### config.mk
export PLATFORM = sky130hd
export DESIGN_NAME = keypad_entry
export DESIGN_NICKNAME = d
export VERILOG_FILES = /design/src/rtl/keypad_entry.sv
export SDC_FILE = /design/constraint.sdc
export NUM_CORES = 1
export LEC_CHECK = 0
export CORE_MARGIN = 5
export CORE_UTILIZATION = 50
export DETAILED_ROUTE_END_ITERATION = 10
export GPL_TIMING_DRIVEN = 0
export PLACE_DENSITY = 0.74
export REMOVE_ABC_BUFFERS = 1
export SYNTH_ARGS = -nofsm -noshare
export SYNTH_HDL_FRONTEND = slang
export SYNTH_SLANG_ARGS = --single-unit
### constraint.sdc
create_clock -name clk -period 3.15 [get_ports clk]
set_clock_uncertainty 0.15 [all_clocks]
set_input_delay 0.63 -clock clk [delete_from_list [all_inputs] [get_ports clk]]
set_output_delay 0.63 -clock clk [all_outputs]
set_load 0.05 [all_outputs]
### src/rtl/keypad_entry.sv
// Keypad front end: folds decimal key presses into a 14-bit code and issues submit/change/error pulses.
// Every key takes effect at the edge that samples it; one key per cycle, no backpressure toward the scanner.
module keypad_entry #(
  parameter int DIGITS         = 4,
  parameter int TIMEOUT_CYCLES = 1000
) (
  input  logic        clk,
  input  logic        reset,
  input  logic        key_valid,
  input  logic [3:0]  key_code,
  output logic [13:0] password_in,
  output logic        submit,
  output logic [13:0] new_password,
  output logic        change_password,
  output logic [2:0]  digit_count,
  output logic        change_mode,
  output logic        entry_error
);

  localparam int            TW   = $clog2(TIMEOUT_CYCLES + 1);
  localparam logic [2:0]    FULL = 3'(DIGITS);
  localparam logic [TW-1:0] TMAX = TW'(TIMEOUT_CYCLES - 1);

  typedef enum logic [1:0] {IDLE, ENTRY, NEW_ENTRY} state_e;

  state_e        state_q, state_d;
  logic [13:0]   acc_q, acc_d;
  logic [2:0]    cnt_q, cnt_d;
  logic [TW-1:0] timer_q, timer_d;
  logic [13:0]   pw_q, pw_d;
  logic [13:0]   np_q, np_d;
  logic          submit_q, submit_d;
  logic          chg_q, chg_d;
  logic          err_q, err_d;

  logic is_digit, is_clear, is_enter, is_change, full, timeout;

  assign is_digit  = key_valid && (key_code <= 4'd9);
  assign is_clear  = key_valid && (key_code == 4'hA);
  assign is_enter  = key_valid && (key_code == 4'hB);
  assign is_change = key_valid && (key_code == 4'hC);
  assign full      = (cnt_q == FULL);
  // A key arriving on the expiry edge wins over the timeout.
  assign timeout   = !key_valid && (state_q != IDLE) && (timer_q == TMAX);

  always_ff @(posedge clk) begin
    if (!reset) begin
      state_q  <= IDLE;
      acc_q    <= '0;
      cnt_q    <= '0;
      timer_q  <= '0;
      pw_q     <= '0;
      np_q     <= '0;
      submit_q <= 1'b0;
      chg_q    <= 1'b0;
      err_q    <= 1'b0;
    end else begin
      state_q  <= state_d;
      acc_q    <= acc_d;
      cnt_q    <= cnt_d;
      timer_q  <= timer_d;
      pw_q     <= pw_d;
      np_q     <= np_d;
      submit_q <= submit_d;
      chg_q    <= chg_d;
      err_q    <= err_d;
    end
  end

  always_comb begin
    state_d  = state_q;
    acc_d    = acc_q;
    cnt_d    = cnt_q;
    pw_d     = pw_q;
    np_d     = np_q;
    submit_d = 1'b0;
    chg_d    = 1'b0;
    err_d    = 1'b0;
    timer_d  = (key_valid || state_q == IDLE) ? '0 : timer_q + TW'(1);

    if (timeout) begin
      state_d = IDLE;
      acc_d   = '0;
      cnt_d   = '0;
      err_d   = 1'b1;
    end else if (is_digit) begin
      if (!full) begin
        acc_d = acc_q * 14'd10 + {10'd0, key_code};
        cnt_d = cnt_q + 3'd1;
        if (state_q == IDLE) state_d = ENTRY;
      end
    end else if (is_enter) begin
      if (full && state_q == NEW_ENTRY) begin
        np_d  = acc_q;
        chg_d = 1'b1;
      end else if (full) begin
        pw_d     = acc_q;
        submit_d = 1'b1;
      end else begin
        err_d = 1'b1;
      end
      state_d = IDLE;
      acc_d   = '0;
      cnt_d   = '0;
    end else if (is_clear) begin
      state_d = IDLE;
      acc_d   = '0;
      cnt_d   = '0;
    end else if (is_change && state_q == IDLE) begin
      state_d = NEW_ENTRY;
    end
  end

  always_comb begin
    password_in     = pw_q;
    new_password    = np_q;
    submit          = submit_q;
    change_password = chg_q;
    entry_error     = err_q;
    digit_count     = cnt_q;
    change_mode     = (state_q == NEW_ENTRY);
  end

endmodule

# --- After elaboration in Yosys (flattened, before gate mapping) ---
# Cells that the tools add are included.
# W data, S select, Z words.
classes:
  addsub: 3
  n_mul: 1
  n_lt_le_gt_ge: 1
  eq_ne: 8
  mux: 21
  n_bitwise: 5
  reduce_logical: 22
ops:
  columns: ["cell", "count"]
  rows:
  - ["$mux W14", 4]
  - ["$add A14 B4 Y14", 1]
  - ["$mul A14 B3 Y13 const B", 1]
  - ["$eq A4 B4 Y1 const B", 3]
  - ["$mux W2", 6]
  - ["$mux W3", 4]
  - ["$add A10 B1 Y10 const B", 1]
  - ["$eq A10 B10 Y1 const B", 1]
  - ["$logic_and A1 B1 Y1", 8]
  - ["$mux W1", 7]
  - ["$not A1 Y1", 5]
  - ["$reduce_and A5 Y1", 1]
  - ["$reduce_or A5 Y1", 1]
  - ["$le A4 B4 Y1 const B", 1]
  - ["$reduce_and A4 Y1", 1]
  - ["$reduce_bool A4 Y1", 1]
  - ["$reduce_or A2 Y1", 2]
  - ["$reduce_or A4 Y1", 1]
  - ["$add A3 B1 Y3 const B", 1]
  - ["$eq A3 B3 Y1 const B", 1]
  - ["$reduce_and A3 Y1", 1]
  - ["$reduce_bool A3 Y1", 1]
  - ["$eq A2 B2 Y1 const B", 1]
  - ["$logic_not A2 Y1", 1]
  - ["6 further kinds", 6]
totals:
  regBits: 60
  inputBits: 7
  output_inout_bits: 35
  wordCells: 70

# --- Logic depth before layout (Yosys ltp) ---
# Gate-level depths: netlist of run 1.
depth:
  ltp_word: 7
  ltp_mapped: 10

# --- Worst setup path before layout of run 1 ---
# OpenSTA, ideal clock, no wires.
synth_timing:
  path_type: "register to register"
  start: "reg acc_q[1]"
  end: "reg acc_q[13]"
  arrival_ns: 2.511
  slack_ns: 0.373
  stages_incl_launch_ff: 11
  synth_period_minus_slack_ns: 2.777
  cell_sequence: "dfxtp_1 > ha_1 > ha_1 > fa_1 > a21o_1 > a21oi_1 > xnor2_1 > nand3_1 > nor4_2 > xnor2_1 > o21ai_1"
synth_between:
  elab_chain_cells: 4
synth_lines:
  columns: ["element", "line", "source"]
  rows:
  - ["from (decl)", "27", "logic [13:0] acc_q, acc_d;"]
  - ["from (signal assigned)", "49", "acc_q <= '0;"]
  - ["from (signal assigned)", "59", "acc_q <= acc_d;"]
  - ["$mul A14 B3 Y13", "88", "acc_d = acc_q * 14'd10 + {10'd0, key_code};"]
  - ["$add A14 B4 Y14", "88", null]
  - ["$mux W14", "87", "if (!full) begin"]
  - ["$mux W14", "86", "end else if (is_digit) begin"]
# Every way passes these cells. The select of a mux whose other input is x is not followed.
# A chain may end at the register's enable or synchronous reset.

# --- Final worst setup path of run 1 ---
# Same ends and word-level chain as after synthesis.

==> results of run 1 <==
==> flip-flops by register name, indices dropped and copies added, names as in the netlist <==
name,flops
acc_q,14
new_password,14
password_in,14
timer_q,10
digit_count,3
state_q,2
change_password,1
entry_error,1
submit,1
==> per-layer routing <==
| layer | up-vias | GRT usage |
|---|---|---|
| met5 | - | 0 |
| met4 | 0 | 0.0577 |
| met3 | 8 | 0.0423 |
| met2 | 33 | 0.269 |
| met1 | 1144 | 0.224 |
| li1 | 1252 | - |
==> synthesized netlist by cell type, types with 2 or more instances <==
cell	n
a211oi_1	3
a21o_1	8
a21oi_1	8
a22oi_1	11
a31oi_1	2
and3_1	3
buf_2	2
clkbuf_1	6
dfxtp_1	60
fa_1	2
ha_1	25
inv_1	4
mux2i_1	28
nand2_1	21
nand3_1	9
nand4_1	3
nor2_1	67
nor3_1	4
nor3b_1	2
nor4_1	2
nor4b_1	2
o21ai_0	6
o21ai_1	2
xnor2_1	13
xor2_1	13
==> how the worst min path moves through the flow <==
stage	startpoint	endpoint	slack [ns]
2_1_floorplan	timer_q[0]$_SDFF_PP0_	timer_q[0]$_SDFF_PP0_	0.27
3_3_place_gp	timer_q[0]$_SDFF_PP0_	timer_q[0]$_SDFF_PP0_	0.28
3_5_place_dp	timer_q[0]$_SDFF_PP0_	timer_q[0]$_SDFF_PP0_	0.29
4_1_cts	timer_q[0]$_SDFF_PP0_	timer_q[0]$_SDFF_PP0_	0.31
5_1_grt	timer_q[0]$_SDFF_PP0_	timer_q[0]$_SDFF_PP0_	0.33
6_report	timer_q[0]$_SDFF_PP0_	timer_q[0]$_SDFF_PP0_	0.31
==> placed cells by master, fill, tap and decap left out, types with 2 or more instances in the layout <==
cell,Yosys,layout
nand3_1,9,8
a31oi_1,2,2
nor4b_1,2,2
nand2_1,21,20
a22oi_1,11,11
nor2_1,67,67
a211oi_1,3,2
xor2_1,13,13
dfxtp_1,60,58
ha_1,25,25
o21ai_0,6,6
dfxtp_2,0,2
clkinv_2,0,5
mux2i_1,28,28
a21oi_1,8,8
a21o_1,8,8
xnor2_1,13,13
clkdlybuf4s50_1,0,41
and3_1,3,3
inv_1,4,4
clkbuf_8,0,9
fa_1,2,2
nor3_1,4,4
nor4_1,2,2
nand4_1,3,3
==> cell type report <==
class,count,area share
Clock buffer,10,0.0343
Clock inverter,6,0.0148
Inverter,4,0.00403
Multi-Input combinational cell,255,0.485
Sequential cell,60,0.323
Tap cell,75,0.0252
Timing Repair Buffer,42,0.114
==> cell families (layout without fill, tap and decap cells) <==
logic type / Yosys count / after routing / share of synthesized area
adder cells (fa/ha/maj): 27 / 27 / 0.115
multiplexers: 28 / 28 / 0.0917
AND/OR/NAND/NOR: 124 / 124 / 0.188
flip-flops: 60 / 60 / 0.393
XOR/XNOR: 26 / 26 / 0.0745
buffers and inverters: 15 / 62 / 0.0233
AO/OA/AOI/OAI: 50 / 50 / 0.114
==> repair_timing <==
action                                  CTS  global route
buffers inserted                          0             0
gates resized for setup                   0             6
endpoints found under the setup margin    0             5
==> metrics by stage <==
step                hold WS, ns  cells  worst slack, ns  TNS (ns)   util
floorplan                 0.268    319            0.373         0      -
global placement          0.285    435          -0.0696    -0.987  0.592
detailed placement        0.293    436          -0.0920    -0.821  0.595
CTS                       0.309    452           0.0808         0  0.626
global route              0.333    452           0.0490         0  0.629
finish                    0.308    452            0.196         0  0.629
==> power by group <==
group | total (mW) | internal, mW | switching (mW)
logic | 0.0801 | 0.0294 | 0.0507
clock network | 0.638 | 0.358 | 0.280
registers | 0.771 | 0.764 | 0.00718
total | 1.49 | 1.15 | 0.338
==> run summary, run 1 <==
Die extent in y = 88.2 um
Cell Chain, Critical Path = ha_1 > ha_1 > fa_1 > a21o_1 > a21oi_1 > xnor2_1 > nand3_2 > nor4_2 > xnor2_1 > o21ai_1
Wire per inst = 13.7 um
Top sig layer = met4
FILL cells = 514
Post-synthesis sequential area ratio = 0.393
Final antenna diode count = 0
CP Capture Point = acc_q[13]$_SDFFE_PP0P_
Synth top area cells = dfxtp_1 39%, ha_1 10%, mux2i_1 9.2%
Lkg Pwr = 1.73 nW
Syn Inst Count = 330
Initial DRC count = 129
CTS root buf = clkbuf_8
Sequential Area = 0.00120 mm2
DR WL met3 = 209 um
CP delay by family, top = adder cells
CP Launch Type = register
Synth Flop Type = dfxtp_1
TritonCTS clock tree = done
Cell Rows = 28
ANT nets after route = 0
Critical path peak fanout = 6
Design Power = 1.49 mW
Max-slew violations = 0
Max VDD drop = 0.229 mV
# port buffers = 41
Initial Util = 0.516
Nets@finish = 406
Largest net degree at the start of global routing = 32
Max-cap viol count = 0
Fin area = 0.00373 mm2
Synthesized area = 0.00306 mm2
Slowest-stage cell, CP = fa_1
Vias/cell = 5.39
Yosys top cell by area = dfxtp_1
Synthesis Warnings = 0
Worst EP arrival = 3.03 ns
Max Freq = 339 MHz
R2R setup slack = 0.20 ns
Clock Latency Late Sink = 0.33 ns
Width of the die = 88.2 um
Placed cell area = 0.00352 mm2
Initial DRT Pass Iterations = 4
Met2 routed WL = 2900 um
# IOs = 42
Hold Vio Cnt, Final = 0
DRC Markers = 0
Final setup viols = 0
Worst R2R End = acc_q[13]$_SDFFE_PP0P_
Multi-input logic area = 0.00181 mm2
WS Path Type = register to register
Clock Sinks = 60
Unrepaired setup endpoints after global routing = false
Total GRT Usage = 0.169
Synth async-reset ratio = 0
Clock Pin Slew Worst Setup and Hold Paths = 0.07 ns
Synthesis-to-finish area growth = 21.9%
Worst-case reg-to-reg path depth = 10
Post-synth EDFFs = 0
Post-synthesis average cell area = 9.26 um2
Core ar. = 0.00592 mm2
Post-synth top area share = 0.393
FF+latch count, synth = 60
Hold Crit Depth = 1
Initial antenna violation count = 0
Worst Path Required = 3.22 ns
Global-route wire length before repair = 10400 um
Slew margin rel. = 0.392
CP endpoint kind = register
Min Clock Period, post-route = 2.95 ns
Vias in the first global route = 2277
Crit path launch = acc_q[1]$_SDFFE_PP0P_
Die Area = 0.00778 mm2
Vias = 2437
Drt total wl = 6180 um
Fin crit share = 0.938
Clock Path Buffers = 2
Crit-path max cell delay = 0.42 ns
Grt total ovfl = 0
Synth cell types = 49
Pwr Density = 400 mW/mm2
Status = finished clean
Wl on met1 = 3020 um
Worst path bufs/invs = 0
RR Startpoint = acc_q[1]$_SDFFE_PP0P_
Worst Tran Pin Value = 0.911 ns
CTS Buf Count = 9
Hold Crit Class = register to register
Final GP Congestion = 0.881
Htree depth = 3
Layout cell share with drive strength beyond 1 = 0.0875
WP depth = 10
Post-DP HPWL = 4600 um
CTS Hold Bufs = 0
Power figures use the tool's default switching activity.
==> inputs of run 2 (changes only) <==
- HOLD_SLACK_MARGIN: not set -> 0.06
==> results of run 2 <==
Final layout, timing and power as in run 1 (identical DEF).
==> inputs of run 3 (changes only) <==
- SKIP_CTS_REPAIR_TIMING: not set -> 1
==> results of run 3 <==
Final layout, timing and power as in run 1 (identical DEF).
==> RTL edit: new RTL, flow settings as in run 2 <==
Make the reset (`reset`) asynchronous in one clocked block.
--- a/src/rtl/keypad_entry.sv
+++ b/src/rtl/keypad_entry.sv
@@ -44,5 +44,5 @@
   assign timeout   = !key_valid && (state_q != IDLE) && (timer_q == TMAX);
 
-  always_ff @(posedge clk) begin
+  always_ff @(posedge clk or negedge reset) begin
     if (!reset) begin
       state_q  <= IDLE;
Check against the original RTL: differs if reset is asserted again (counterexample within 4 cycles, from zero or initial values and one cycle with reset low); with reset held inactive, the same outputs for 4 cycles.
==> RTL edit against run 2 <==
Die area up 8.1%; synthesized area is 9.1% higher; sequential cell count is the same; count of clock-buffer cells in the layout increased by 2; core utilization increased by 1.4 points; final area up 11%; non-clock buffer count rose by 4; fmax is 0.49% lower; routed wire length is 9.6% higher; worst setup slack worse by 0.014 ns; highest routed layer unchanged.
Power is not compared: it rests on default switching activity, and its combinational part moved more than twofold at a synthesized area within 25%.
==> RTL edit: results <==
group,metric,value,unit
outcome,outcome,"complete, no violations",
synthesis,synth_compound_area_share,10.2,%
synthesis,muxShareOfSynthArea,10.1,%
min_path,hold_class,"primary input to asynchronous set/reset pin",
finish,n_fill_cell,516,
synthesis,synth_common_cells,"60 x dfrtp_1, 29 x mux2_2, 28 x nand2_1",
finish,sh_seq_area,36.5,%
finish,fin_cells,424,
finish,inverters,5,
pwr,finalPower,2.02,mW
drt,routedWlPerCell,16.0,microns
placement,pre_cts_slack,-0.287,ns
critical_path,crit_path_max_fanout,3,
finish,buffers,46,
global_route,grt_max_degree,38,
finish,clock_buffers,12,
placement,dpl.hpwl,4.77,mm
synthesis,synth_fa_ha_area_share,10.6,%
global_route,grt_usage,16.9,%
finish,multi_input_area_share,44.8,%
placement,gp_congestion,0.809,
drt,wl_met3,267,microns
finish,fin_nets,376,
drt,drt-met1-wl,3.12,mm
finish,drive_gt1_share,23.9,%
global_route,use_met3,4.50,%
finish,nMultiInputCombCells,220,
synthesis,ys_types,51,
finish,clock_area_share,4.91,%
global_route,met1_usage,21.9,%
synthesis,synth-async-reset-ratio,100,%
synthesis,avgSynthCellArea,11.4,sq um
global_route,grt_util_met2,27.8,%
synthesis,yosysSeqAreaShare,45.0,%
placement,postPlaceCellArea,3830,sq um
drt,drt-initial-drc-count,76,
placement,dp_cells,404,
timing,slew_headroom,40.0,%
[RTL edit: cell types whose count changed after synthesis, moves of 4 or more]
cell,before,now
a22oi_1,11,0
dfxtp_1,60,0
mux2_2,0,29
o21ai_0,6,14
xor2_1,13,8
a22o_1,0,8
mux2i_1,28,1
nor2_1,67,20
dfrtp_1,0,60
a21o_1,8,4
nand2_1,21,28
nand3_1,9,5
[RTL edit: worst paths after layout]
path                            startpoint    endpoint  slack (ns)  cells after the start
worst max-delay path              acc_q[1]   acc_q[13]        0.18                     11
worst min-delay path                 reset   acc_q[10]        0.14                      1
worst max register to register    acc_q[1]   acc_q[13]        0.18                     11
worst min register to register  timer_q[0]  timer_q[0]        0.33                      1
max in group asynchronous            reset    acc_q[2]        2.10                      2
min in group clk                timer_q[0]  timer_q[0]        0.33                      1
[RTL edit: timing repair]
item                                    CTS  global route
pin swaps                                 1             6
endpoints found under the setup margin    4            18
endpoints found under the hold margin     0             0
setup buffers                             2             2
gates resized for setup                   3            12
